--- src/rtl/wash_pkg.sv ---
// Shared types for the wash-machine phase timer: timer state encoding and
// the duration-select codes driven by the controller FSM.
package wash_pkg;

    typedef enum logic [1:0] {
        IDLE  = 2'd0,
        COUNT = 2'd1,
        PAUSE = 2'd2,
        PULSE = 2'd3
    } state_e;

    typedef enum logic [1:0] {
        NUM_NONE = 2'b00,
        NUM_SOAK = 2'b01,
        NUM_MID  = 2'b10,
        NUM_WASH = 2'b11
    } num_e;

    function automatic logic in_phase(input state_e s);
        return (s == COUNT) || (s == PAUSE);
    endfunction

endpackage

--- src/rtl/wash_pulse_gen.sv ---
// Turns a one-cycle start strobe into a contiguous PULSE_WIDTH-cycle pulse and
// flags the last pulse cycle with done_o.
module wash_pulse_gen
    import wash_pkg::*;
#(
    parameter int unsigned PULSE_WIDTH = 10,
    parameter int unsigned PW_W        = 4
) (
    input  logic clk,
    input  logic rst,
    input  logic start_i,
    output logic pulse_o,
    output logic done_o
);

    localparam logic [PW_W-1:0] PW_LAST = PW_W'(PULSE_WIDTH - 1);
    localparam logic [PW_W-1:0] PW_ONE  = PW_W'(1);

    logic            pulse_q, pulse_d;
    logic [PW_W-1:0] pw_q, pw_d;

    always_ff @(posedge clk or posedge rst) begin
        if (rst) begin
            pulse_q <= 1'b0;
            pw_q    <= '0;
        end else begin
            pulse_q <= pulse_d;
            pw_q    <= pw_d;
        end
    end

    always_comb begin
        pulse_d = pulse_q;
        pw_d    = pw_q;
        done_o  = pulse_q && (pw_q == PW_LAST);
        if (start_i) begin
            pulse_d = 1'b1;
            pw_d    = '0;
        end else if (pulse_q) begin
            if (pw_q == PW_LAST) begin
                pulse_d = 1'b0;
                pw_d    = '0;
            end else begin
                pw_d = pw_q + PW_ONE;
            end
        end
    end

    assign pulse_o = pulse_q;

endmodule

--- src/rtl/wash_phase_timer.sv ---
// Phase-duration timer feeding the wash controller's pulse input: counts enabled
// cycles for the selected phase, freezes while paused, then emits a fixed pulse.
module wash_phase_timer
    import wash_pkg::*;
#(
    parameter int unsigned CNT_W       = 8,
    parameter int unsigned T_SOAK      = 60,
    parameter int unsigned T_MID       = 120,
    parameter int unsigned T_WASH      = 180,
    parameter int unsigned PULSE_WIDTH = 10,
    parameter int unsigned PW_W        = 4
) (
    input  logic             clk,
    input  logic             rst,
    input  logic             i_CntEN,
    input  logic [1:0]       i_CntNUM,
    output logic             o_cntPulse,
    output logic             o_busy,
    output logic [CNT_W-1:0] o_remaining
);

    localparam logic [CNT_W-1:0] TGT_SOAK = CNT_W'(T_SOAK);
    localparam logic [CNT_W-1:0] TGT_MID  = CNT_W'(T_MID);
    localparam logic [CNT_W-1:0] TGT_WASH = CNT_W'(T_WASH);
    localparam logic [CNT_W-1:0] CNT_ONE  = CNT_W'(1);

    state_e           state_q, state_d;
    logic [CNT_W-1:0] cnt_q, cnt_d;
    logic [CNT_W-1:0] target_q, target_d;
    logic [CNT_W-1:0] sel_target;
    logic             pg_start;
    logic             pg_pulse;
    logic             pg_done;

    always_comb begin
        sel_target = '0;
        case (i_CntNUM)
            NUM_SOAK: sel_target = TGT_SOAK;
            NUM_MID:  sel_target = TGT_MID;
            NUM_WASH: sel_target = TGT_WASH;
            default:  sel_target = '0;
        endcase
    end

    always_ff @(posedge clk or posedge rst) begin
        if (rst) begin
            state_q  <= IDLE;
            cnt_q    <= '0;
            target_q <= '0;
        end else begin
            state_q  <= state_d;
            cnt_q    <= cnt_d;
            target_q <= target_d;
        end
    end

    // COUNT and PAUSE share one branch: an enabled cycle counts whether or not
    // the previous cycle was paused, so resuming loses no time.
    always_comb begin
        state_d  = state_q;
        cnt_d    = cnt_q;
        target_d = target_q;
        pg_start = 1'b0;
        case (state_q)
            IDLE: begin
                if (i_CntEN && (i_CntNUM != NUM_NONE)) begin
                    target_d = sel_target;
                    cnt_d    = '0;
                    state_d  = COUNT;
                end
            end
            COUNT, PAUSE: begin
                if (!i_CntEN) begin
                    state_d = PAUSE;
                end else if (cnt_q == (target_q - CNT_ONE)) begin
                    cnt_d    = '0;
                    pg_start = 1'b1;
                    state_d  = PULSE;
                end else begin
                    cnt_d   = cnt_q + CNT_ONE;
                    state_d = COUNT;
                end
            end
            PULSE: begin
                if (pg_done) begin
                    state_d = IDLE;
                end
            end
            default: state_d = IDLE;
        endcase
    end

    wash_pulse_gen #(
        .PULSE_WIDTH(PULSE_WIDTH),
        .PW_W       (PW_W)
    ) u_pulse_gen (
        .clk    (clk),
        .rst    (rst),
        .start_i(pg_start),
        .pulse_o(pg_pulse),
        .done_o (pg_done)
    );

    assign o_cntPulse  = pg_pulse;
    assign o_busy      = (state_q != IDLE);
    assign o_remaining = in_phase(state_q) ? (target_q - cnt_q) : '0;

endmodule

--- config.mk ---
export PLATFORM = sky130hd
export DESIGN_NAME = wash_phase_timer
export DESIGN_NICKNAME = d
export VERILOG_FILES = /design/src/rtl/wash_pkg.sv /design/src/rtl/wash_pulse_gen.sv /design/src/rtl/wash_phase_timer.sv
export SDC_FILE = /design/constraint.sdc
export NUM_CORES = 1
export LEC_CHECK = 0
export CORE_MARGIN = 1.5
export CORE_UTILIZATION = 40
export CTS_CLUSTER_DIAMETER = 50
export DETAILED_ROUTE_END_ITERATION = 12
export PLACE_DENSITY = 0.59
export SLEW_MARGIN = 10
export SYNTH_ARGS = -nofsm -noshare
export SYNTH_HDL_FRONTEND = slang
export SYNTH_SLANG_ARGS = --single-unit
--- constraint.sdc ---
create_clock -name clk -period 2.3 [get_ports clk]
set_clock_uncertainty 0.2 [all_clocks]
set_input_delay 0.46 -clock clk [delete_from_list [all_inputs] [get_ports clk]]
set_output_delay 0.46 -clock clk [all_outputs]
set_load 0.05 [all_outputs]
==> out/results.txt <==
NumNets Final = 252
Crit path buf inv count = 2
Via-to-Cell Ratio = 5.32
Yosys synthesis warning count = 0
# rows = 22
ANT nets after route = 0
Number of max-cap violations = 0
CP Class = flop to output port
Layout fillers = 318
Worst slew pin tran = 0.345 ns
Slowest Stage Delay on Critical Path = 0.39 ns
TritonCTS clock tree = built
Slew headroom = 76.9%
Die extent in x = 65.8 um
Critical Path Most Common Cell = a21o_1
Clock transition at path regs = 0.07 ns
Largest delay share family, worst path = compound AO/OA/AOI/OAI gates
CTS root buf = clkbuf_8
Yosys reg bits = 20
Syn-to-layout area delta = 51.2%
Worst-case clock buffer depth = 2
Gpl congestion = 0.782
Multi-input gate area = 1180 um^2
Critical-path cell list = inv_2 -> ha_4 -> a21o_1 -> a21o_1 -> a21oi_2 -> nor3_1 -> or3_4 -> buf_12
Crit path DAT = 2.08 ns
Crit path required time = 1.64 ns
Layout cells sized above 1 = 41.2%
Seq. cell area = 502 um^2
CTS Sinks = 20
Setup-failing EPs final = 6
Unrepaired setup endpoints after global routing = true
Die Ht = 65.8 um
Slew Viols, Final = 0
Critical-path top delay cell = dfrtp_1
Die ar. = 4330 um^2
DRC violations left = 0
Synth Flop Type = dfrtp_1
Crit path launch type = flop
Syn_nets = 196
Ys async rst share = 100%
Critical Path Fanout Max = 3
# diodes = 0
Failing checks = negative setup slack
Vias in the first global route = 1529
Register area share after synthesis = 31.7%
Setup Total Neg Slack = -1.64 ns
Count of cell types in the netlist = 38
Gr usage total = 20.3%
Post-layout min period = 2.74 ns
DR pass1 iterations = 4
Final Cycle Share = 119%
Port bufs = 14
Dpl hpwl = 2860 um
Total routed wirelength = 4100 um
Worst Setup End Kind = output port
Initial antenna violation count = 0
H-tree levels = 1
Num ports = 15
CP Depth = 8
Num CTS Buffers = 3
FMAX = 366 MHz
Post-Synthesis Cells = 172
Later-pin clock latency in the skew report = 0.26 ns
Largest net degree at the start of global routing = 21
Cell area after synthesis = 1580 um^2
Depth of the worst register-to-register path = 9
Iteration-0 DRC Markers = 37
Drt wl/cell = 15.0 um
Status = finished with violations
Hold Crit Class = input pin to asynchronous set/reset pin
Post-synth EDFFs = 0
Initial core utilization = 42.5%
Overflow left after global routing = 0
Final hold vios = 0
Routed vias = 1457
First-pass GRT wire length = 6730 um
Core Footprint = 3720 um^2
Setup ws final = -0.435 ns
CTS hold repair buffers = 0
Syn avg cell area = 9.17 um^2
Yosys cell counts (2+ instances only):
cell        n  share of area [%]
o2bb2ai_1   4                2.2
nand2b_1    5                2.0
nor2_1     12                2.9
nand2_1    13                3.1
and3b_1     2                1.1
ha_1       19                 15
a31oi_1     5                2.0
a22oi_1     2               0.95
mux2_2      5                3.6
o21ai_0    10                3.2
a21oi_1     5                1.6
a21o_1      3                1.4
or3_1       3                1.2
xor2_1      3                1.7
nand3_1     3               0.95
inv_1      18                4.3
nor3_1      6                1.9
and2_1      5                2.0
dfrtp_1    20                 32
mux2i_1     3                1.9
clkbuf_1    2               0.48
or2_2       2               0.79
xnor2_1     7                3.9
registers in the layout, summed over array words and instances, names as in the netlist:
signal	cells
cnt_q	8
target_q	5
u_pulse_gen.pw_q	4
u_pulse_gen.pulse_o	1
state_q	2
routing by layer:
metal | GRT usage [%] | part of all wire, % | vias to the layer above
li1 | - | - | 709
met1 | 23.1 | 40 | 711
met2 | 38.0 | 55 | 28
met3 | 2.04 | 2.2 | 9
met4 | 8.85 | 2.3 | 0
met5 | 0 | 0 | -
per-stage QoR:
stage	setup WS, ns	instance area, um^2	hold WS [ns]	utilization, %	instances
6_report	-0.435	2380	0.331	64.2	274
3_3_place_gp	-0.172	2150	0.321	57.8	266
3_5_place_dp	-0.204	2150	0.329	57.8	266
5_1_grt	-0.509	2380	0.376	64.2	274
4_1_cts	-0.383	2310	0.335	62.1	271
2_1_floorplan	-0.0978	1630	0.224	-	172
logic make-up after synthesis:
family | share of synthesized area [%]
AO/OA/AOI/OAI | 14.3
XOR/XNOR | 5.55
adder cells (fa/ha/maj) | 15.1
buffers and inverters | 5.47
flip-flops | 31.7
multiplexers | 6.42
AND/OR/NAND/NOR | 21.5
timing repair:
item                                    in CTS  in global routing
setup buffers                                3                  3
pin swaps                                   20                  7
endpoints found under the setup margin      18                 22
gates cloned                                 0                  0
gates resized for setup                     22                 12
area by class of cell:
cell class	count	share of cell area, %
well taps	48	2.52
inverters	18	2.83
repair buffers	54	22.5
multi-input cells	131	49.4
flip-flops and latches	20	21.0
clock buffers	3	1.73
worst register-to-register path, cell delays in order (launching register included):
cell and delay (ns):
dfrtp_1 0.41, buf_4 0.15, inv_2 0.07, ha_4 0.14, ha_4 0.21, xnor2_4 0.13
nor4_4 0.30, nand4_4 0.16, and3_4 0.24, mux2_4 0.26
path summary, 6_finish.rpt:
kind | from | endpoint | slack (ns)
hold / removal | rst | u_pulse_gen.pw_q[3] | 0.33
hold reg to reg | target_q[7] | target_q[7] | 0.34
setup / recovery | cnt_q[2] | o_remaining[6] | -0.44
min in group clk | target_q[7] | target_q[7] | 0.34
max in group asynchronous | rst | target_q[5] | 1.33
setup reg to reg | target_q[2] | cnt_q[0] | -0.08
layout by cell type, fill, tap and decap left out, drive strengths merged:
cell type,instances
a21boi,1
a21o,3
a21oi,5
a22oi,2
a31oi,5
and2,5
and3,1
and3b,2
and4b,1
buf,50
clkbuf,3
clkdlybuf4s50,4
dfrtp,20
ha,19
inv,18
mux2,6
mux2i,3
nand2,13
nand2b,5
nand3,3
nand4,1
nor2,12
nor3,6
nor3b,1
nor4,2
o211a,1
o211ai,1
o21ai,10
o21bai,1
o22ai,1
o2bb2ai,4
o31ai,1
or2,2
or3,3
or4bb,1
xnor2,7
xor2,3
Power is left out: the tool's default activity adds up to more than one toggle a clock period on the data nets, which glitch-free logic cannot reach.
